`config.mk`:
```
export PLATFORM = sky130hd
export DESIGN_NAME = multiword_add_seq
export DESIGN_NICKNAME = d
export VERILOG_FILES = /design/src/rtl/adder_seq_pkg.sv /design/src/rtl/word_adder.sv /design/src/rtl/multiword_add_seq.sv
export SDC_FILE = /design/constraint.sdc
export NUM_CORES = 1
export LEC_CHECK = 0
export ABC_CLOCK_PERIOD_IN_PS = 3800
export CAP_MARGIN = 10
export CORE_MARGIN = 2
export CORE_UTILIZATION = 35
export DETAILED_ROUTE_END_ITERATION = 10
export PLACE_DENSITY = 0.64
export SYNTH_ARGS = -nofsm -noshare
export SYNTH_HDL_FRONTEND = slang
export SYNTH_SLANG_ARGS = --single-unit
```
`constraint.sdc`:
```
create_clock -name clk -period 3.8 [get_ports clk]
set_clock_uncertainty 0.2 [all_clocks]
set_input_delay 1.14 -clock clk [delete_from_list [all_inputs] [get_ports clk]]
set_output_delay 1.14 -clock clk [all_outputs]
set_load 0.02 [all_outputs]
```
`src/rtl/adder_seq_pkg.sv`:
```
// Shared types and default sizing for the sequential multiword adder.
package adder_seq_pkg;

    // Default slice width (bits) and number of words per operand.
    localparam int unsigned DefaultN = 4;
    localparam int unsigned DefaultW = 4;

    typedef enum logic [1:0] {
        StIdle = 2'd0,
        StAdd  = 2'd1,
        StDone = 2'd2
    } state_t;

endpackage

```
`src/rtl/word_adder.sv`:
```
// N-bit combinational adder slice with carry in and carry out.
module word_adder #(
    parameter int unsigned N = 4
) (
    input  logic [N-1:0] A,
    input  logic [N-1:0] B,
    input  logic         Cin,
    output logic [N-1:0] Sum,
    output logic         Cout
);

    logic [N:0] total;

    // Zero-extend everything to N+1 bits so the carry lands in the top bit.
    always_comb begin
        total = {1'b0, A} + {1'b0, B} + {{N{1'b0}}, Cin};
        Sum   = total[N-1:0];
        Cout  = total[N];
    end

endmodule

```
`src/rtl/multiword_add_seq.sv`:
```
// Sequential multiword adder: one shared N-bit slice adds W words, one word per cycle.
// Optional signed-overflow output Ovf is enabled by defining MULTIWORD_ADD_OVF_EN.
module multiword_add_seq
    import adder_seq_pkg::*;
#(
    parameter int unsigned N = DefaultN,
    parameter int unsigned W = DefaultW
) (
    input  logic           clk,
    input  logic           reset,
    input  logic           start,
    input  logic [N*W-1:0] A,
    input  logic [N*W-1:0] B,
    input  logic           Cin,
    output logic [N*W-1:0] Sum,
    output logic           Cout,
    output logic           busy,
    output logic           done
`ifdef MULTIWORD_ADD_OVF_EN
    ,
    output logic           Ovf
`endif
);

    localparam int unsigned IdxW = $clog2(W);
    localparam logic [IdxW-1:0] LastIdx = IdxW'(W - 1);

    state_t         state_q, state_d;
    logic [N*W-1:0] a_q, a_d, b_q, b_d;
    logic [N*W-1:0] sum_q, sum_d;
    logic [IdxW-1:0] idx_q, idx_d;
    logic           carry_q, carry_d;
    logic           cout_q, cout_d;
    logic           busy_q, busy_d;
    logic           done_q, done_d;
`ifdef MULTIWORD_ADD_OVF_EN
    logic           ovf_q, ovf_d;
`endif

    logic [N-1:0] slice_a, slice_b, slice_s;
    logic         slice_c;

    // Select the operand words addressed by the current word index.
    always_comb begin
        slice_a = a_q[idx_q*N +: N];
        slice_b = b_q[idx_q*N +: N];
    end

    word_adder #(
        .N (N)
    ) u_word_adder (
        .A    (slice_a),
        .B    (slice_b),
        .Cin  (carry_q),
        .Sum  (slice_s),
        .Cout (slice_c)
    );

    // Next-state and registered-output logic for the IDLE/ADD/DONE sequencer.
    always_comb begin
        state_d = state_q;
        a_d     = a_q;
        b_d     = b_q;
        sum_d   = sum_q;
        idx_d   = idx_q;
        carry_d = carry_q;
        cout_d  = cout_q;
        busy_d  = busy_q;
        done_d  = 1'b0;
`ifdef MULTIWORD_ADD_OVF_EN
        ovf_d   = ovf_q;
`endif
        unique case (state_q)
            StIdle: begin
                if (start) begin
                    a_d     = A;
                    b_d     = B;
                    carry_d = Cin;
                    idx_d   = '0;
                    busy_d  = 1'b1;
                    state_d = StAdd;
                end
            end
            StAdd: begin
                sum_d[idx_q*N +: N] = slice_s;
                carry_d             = slice_c;
                if (idx_q == LastIdx) begin
                    cout_d  = slice_c;
`ifdef MULTIWORD_ADD_OVF_EN
                    // Carry into the MSB is recovered from the MSB sum bit.
                    ovf_d   = (slice_a[N-1] ^ slice_b[N-1] ^ slice_s[N-1]) ^ slice_c;
`endif
                    done_d  = 1'b1;
                    state_d = StDone;
                end else begin
                    idx_d = idx_q + 1'b1;
                end
            end
            StDone: begin
                busy_d  = 1'b0;
                state_d = StIdle;
            end
            default: begin
                busy_d  = 1'b0;
                state_d = StIdle;
            end
        endcase
    end

    // State register with synchronous active-high reset.
    always_ff @(posedge clk) begin
        if (reset) begin
            state_q <= StIdle;
            a_q     <= '0;
            b_q     <= '0;
            sum_q   <= '0;
            idx_q   <= '0;
            carry_q <= 1'b0;
            cout_q  <= 1'b0;
            busy_q  <= 1'b0;
            done_q  <= 1'b0;
`ifdef MULTIWORD_ADD_OVF_EN
            ovf_q   <= 1'b0;
`endif
        end else begin
            state_q <= state_d;
            a_q     <= a_d;
            b_q     <= b_d;
            sum_q   <= sum_d;
            idx_q   <= idx_d;
            carry_q <= carry_d;
            cout_q  <= cout_d;
            busy_q  <= busy_d;
            done_q  <= done_d;
`ifdef MULTIWORD_ADD_OVF_EN
            ovf_q   <= ovf_d;
`endif
        end
    end

    assign Sum  = sum_q;
    assign Cout = cout_q;
    assign busy = busy_q;
    assign done = done_q;
`ifdef MULTIWORD_ADD_OVF_EN
    assign Ovf  = ovf_q;
`endif

endmodule

```
Word level (Yosys, flattened, before mapping)
Index checks and enable logic that the tools add are counted.

Add/subtract/negate cells: 4. Eq/ne operators: 5. Shift-type cells: 4. Mux-type cells: 12. Bitwise operators: 1. Reductions and logical operators: 9.

Operators with widths (count): $neg A4 Y34 (1); $shift A4 B34 Y16 const A (1); $shiftx A4 B34 Y16 (1); $shiftx A16 B5 Y4 (2); $bwmux W16 (1); $reduce_and A2 Y1 (5); $mux W2 (4); $pmux W2 S2 (2); $ne A2 B2 Y1 const B (3); $add A4 B4 Y5 (1); $add A5 B1 Y5 (1); $pmux W1 S2 (2); $mux W1 (3); $reduce_and A3 Y1 (1); $add A2 B1 Y2 const B (1); $eq A2 B1 Y1 const B (1); $eq A2 B2 Y1 const B (1); $logic_not A2 Y1 (1); $reduce_bool A2 Y1 (1); $reduce_or A2 Y1 (1); $not A1 Y1 (1).

Register bits: 56. Input bits: 36. Output and inout bits: 19.

Longest topological paths before layout
Word-level depth: 5. Gate-level depth with buffers: 7. Depth with buffers taken out: 6.

Hierarchy
From an unflattened synthesis, not the netlist that was laid out.

Cell total of the unflattened synthesis: 268. Area total of the unflattened synthesis: 2472.4 um2.

Modules (own cells, without submodules): multiword_add_seq (instances 1, cells each 252, area each 2328.5 um2, sequential area each 1121.1 um2); word_adder (instances 1, cells each 16, area each 143.9 um2, sequential area each 0.0 um2).

Least setup slack after synthesis
Ideal clock, no wire load.

Path kind: flip-flop to flip-flop. Start point: reg idx_q[0]. End point: reg cout_q, in the netlist Cout. Setup time: 0.134 ns. Arrival time: 2.572 ns. Required time: 3.466 ns. Slack: 0.894 ns. Stages on the path, launching flop included: 8. Path buffers: 1. Clock period less this slack: 2.906 ns. Path through: dfxtp_1 buf_4 mux4_2 fa_1 fa_1 a21o_1 a21oi_1 a311oi_1.

Word-level cells in the longest chain between the ends: 3. Elaborated cells on any way between the ends: 6.

Ends and longest elaborated chain: from (decl) (line multiword_add_seq.sv:31) `logic [IdxW-1:0] idx_q, idx_d;`; from (signal assigned) (line multiword_add_seq.sv:130) `idx_q <= idx_d;`; $shiftx A16 B5 Y4, on equally long branches (line multiword_add_seq.sv:45, multiword_add_seq.sv:46); $add A4 B4 Y5 (line word_adder.sv:16) `total = {1'b0, A} + {1'b0, B} + {{N{1'b0}}, Cin};`; $add A5 B1 Y5 (line word_adder.sv:16); to (signal assigned) (line multiword_add_seq.sv:132) `cout_q <= cout_d;`; to (decl) (line multiword_add_seq.sv:33) `logic cout_q, cout_d;`.

Several ways; a longest one is shown, not always the timed one. A chain may end at the register's enable or synchronous reset.

Final worst setup path
Start point: reg idx_q[0]. End point: reg sum_q[6], in the netlist Sum[6].

Word-level cells in the longest chain between the ends: 5. Elaborated cells on any way between the ends: 8.

Ends and longest elaborated chain: $shiftx A16 B5 Y4, on equally long branches (line multiword_add_seq.sv:45, multiword_add_seq.sv:46); $add A4 B4 Y5 (line word_adder.sv:16); $add A5 B1 Y5 (line word_adder.sv:16); $shiftx A4 B34 Y16 (line multiword_add_seq.sv:85) `sum_d[idx_q*N +: N] = slice_s;`; $bwmux W16 (*) (line multiword_add_seq.sv:85); to (signal assigned) (line multiword_add_seq.sv:129) `sum_q <= sum_d;`; to (decl) (line multiword_add_seq.sv:30) `logic [N*W-1:0] sum_q, sum_d;`.

Mark *: on every way between the ends. The rest lies on a longest branch, timed or not.

==> reports/summary.txt <==
final setup vio count - 0
PortBufs - 54
Clock Latency Late Sink - 0.32 ns
WS Path Type - reg -> reg
cell area after layout - 3136 sq um
Yosys Warn Count - 0
fin util - 0.4615
Fin. Hold Viols - 0
initial antenna violation count - 0
largest family of logic cells by synthesized area - simple AND/OR/NAND/NOR gates
number of max-slew violations in the final report - 0
NumNets Final - 358
Starting DRT DRC Count - 91
measured slew at the worst slew-check pin - 1.020 ns
first-pass GRT wire length - 8687 um
Via density - 4.806
P_leak - 1.150 nW
Post-synth EDFFs - 0
required time worst endpoint - 3.85 ns
CP delay by family, top - adder cells
num rows - 30
pin count of the biggest net entering global routing - 57
clock period minus worst slack - 3.021 ns
grt total ovfl - 0
Setup Total Neg Slack - 0 ns
Core Region - 6794 sq um
TritonCTS Buffers - 5
Cell Area, Placed - 3039 sq um
Post-Synth Adder-Cell Area - 0.06228
die height - 87.69 um
r2r worst-path depth - 6
Syn Nets - 310
post-CTS setup buffer count - 0
simple-gate share of the synthesized area - 0.2210
Die ar. - 7689 sq um
Ports - 55
crit end category - flip-flop
final setup margin - 0.7791 ns
Hold-fix buffers, CTS - 0
CTS Root Cell - clkbuf_8
starting density of the core - 0.3608
register area share after synthesis - 0.4574
CTS tree - yes
Synth cell types - 34
final RePlAce weighted congestion - 0.7677
Setup WS pre-CTS - 0.7073 ns
largest cells by area after synthesis - dfxtp_1 (46%), nand2_1 (11%), a21oi_1 (7.6%)
FF-to-FF End - Sum[6]
hold path depth - 2
Max FO, Critical Path - 7
WL final - 5212 um
worst hold path startpoint - a_q[14]
clock buffer depth - 2
DR WL/cell - 12.77 um
PostCTS Resize Cnt - 0
# clock sinks - 56
Hold Path End - a_q[14]
H-tree depth - 2
Worst EP arrival - 3.08 ns
async set-reset flop share out of synthesis - 0
antenna-violating nets left - 0
Clock transition at path regs - 0.10 ns
PD cells - 370.8 nW/um^2
reg2reg start - idx_q[0]
Mapped Area - 2451 sq um
drc violations - 0
CP max stage delay - 0.61 ns
Hold WC Path Type - reg -> reg
Critical-path top delay cell - dfxtp_1
#FFs+latches synth - 56
FF-to-FF setup slack - 0.78 ns
CP cell instances - mux4_2 > fa_1 > fa_1 > xor2_1 > a22oi_1 > nor2_1
total of max-cap violations - 0
Synth Area per Inst - 9.320 sq um
max frequency - 331.0 MHz
Yosys top cell area share - 0.4574
status - completed
XOR/XNOR share of the synthesized area - 0.003573
Startpoint Class - flip-flop
Post-Synthesis Cells - 263
gr usage total - 0.1445
DRT Pass-1 Iters - 4
mux contribution to synthesized area - 0.07351
Crit path top cell by count - fa_1
Total Power - 0.001163 W
area leader, netlist - dfxtp_1
Area Growth Syn to Fin - 27.92%
proportion of layout cells with a drive suffix above 1 - 0.1026
RSZ-0062 raised after global routing - no
Horiz. Die Dim - 87.69 um
Buf/Inv on CP - 0
Via Count - 1,961
Synth Area in Compound Gates - 0.1455
peak supply drop - 0.1286 mV
# diodes - 0
period utilization - 0.7950
vias in the first global route - 1,891
detailed placer's ending HPWL - 3776 um
Max-slew headroom - 0.3201
Main synth FF type - dfxtp_1
-- Yosys cell counts (2+ instances only) --
cell type / number
dfxtp_1: 56
nand2_1: 75
buf_2: 3
ha_1: 9
a21oi_1: 37
a32oi_1: 2
mux4_2: 8
nor4_4: 2
inv_1: 2
clkbuf_1: 7
fa_1: 2
buf_4: 4
nor2_1: 21
a21o_1: 2
a22oi_1: 13
nand3_1: 2
-- sequential cells by signal, indices dropped and copies added (netlist names) --
| register | cells |
|---|---|
| done | 1 |
| idx_q | 2 |
| Cout | 1 |
| Sum | 16 |
| carry_q | 1 |
| state_q | 2 |
| busy | 1 |
| a_q | 16 |
| b_q | 16 |
-- layer usage --
| metal | GRT usage | up-vias | part of all wire |
|---|---|---|---|
| li1 | - | 1002 | - |
| met1 | 0.1841 | 901 | 0.47 |
| met2 | 0.2424 | 52 | 0.48 |
| met3 | 0.03393 | 6 | 0.044 |
| met4 | 0.04615 | 0 | 0.013 |
| met5 | 0 | - | 0 |
-- worst min-delay path: cells and delay by family, from the launching register on --
kind,cells,cell delay [ns]
and+or+nand+nor,1,0.05
AOI/OAI and AO/OA,1,0.05
DFF,1,0.32
-- report_power, final --
group,internal (W),leakage (nW),switching [W],total [W]
Combinational,0.0000923,0.647,0.0000978,0.000190
Sequential,0.000614,0.457,0.0000191,0.000633
Clock,0.000136,0.0463,0.000204,0.000340
-- per-stage QoR --
| stage | hold slack (ns) | std cells |
|---|---|---|
| 2_1_floorplan | 0.2331 | 263 |
| 3_3_place_gp | 0.2406 | 400 |
| 3_5_place_dp | 0.2470 | 400 |
| 4_1_cts | 0.2608 | 408 |
| 5_1_grt | 0.2743 | 408 |
| 6_report | 0.2575 | 408 |
-- area by class of cell --
type / count / area (sq um)
fill: 657 / 3659
multi-input combinational: 190 / 1240
sequential: 56 / 1121
timing repair buffer: 56 / 550.5
tap: 96 / 120.1
clock buffer: 5 / 68.82
clock inverter: 3 / 27.53
inverter: 2 / 7.507
-- cells in the final DEF (no fill, tap or decap), types with 2 or more instances in the layout --
cell / count
nand2_1: 75
dfxtp_1: 56
clkdlybuf4s50_1: 53
a21oi_1: 37
nor2_1: 21
a22oi_1: 13
ha_1: 9
mux4_2: 8
clkbuf_8: 5
inv_1: 2
nand3_1: 2
a21o_1: 2
nor4_4: 2
a32oi_1: 2
fa_1: 2
buf_4: 2
-- cells by family (layout without fill, tap and decap cells) --
family	count (synthesis)	in the layout
AND/OR/NAND/NOR	112	112
AO/OA/AOI/OAI	58	58
flip-flops	56	56
buffers and inverters	17	66
adder cells (fa/ha/maj)	11	11
multiplexers	8	8
XOR/XNOR	1	1
-- worst max path at each step --
| stage | end | start | depth (start not counted) | slack, ns |
|---|---|---|---|---|
| 6_report | Sum[6] | idx_q[0] | 6 | 0.78 |
| 5_1_grt | Sum[10] | idx_q[0] | 6 | 0.59 |
| 4_1_cts | Sum[10] | idx_q[0] | 6 | 0.74 |
| 3_5_place_dp | a_q[6] | start | 5 | 0.71 |
| 3_3_place_gp | a_q[6] | start | 5 | 0.77 |
| 2_1_floorplan | Cout | idx_q[0] | 7 | 0.89 |
Power figures use the tool's default switching activity.
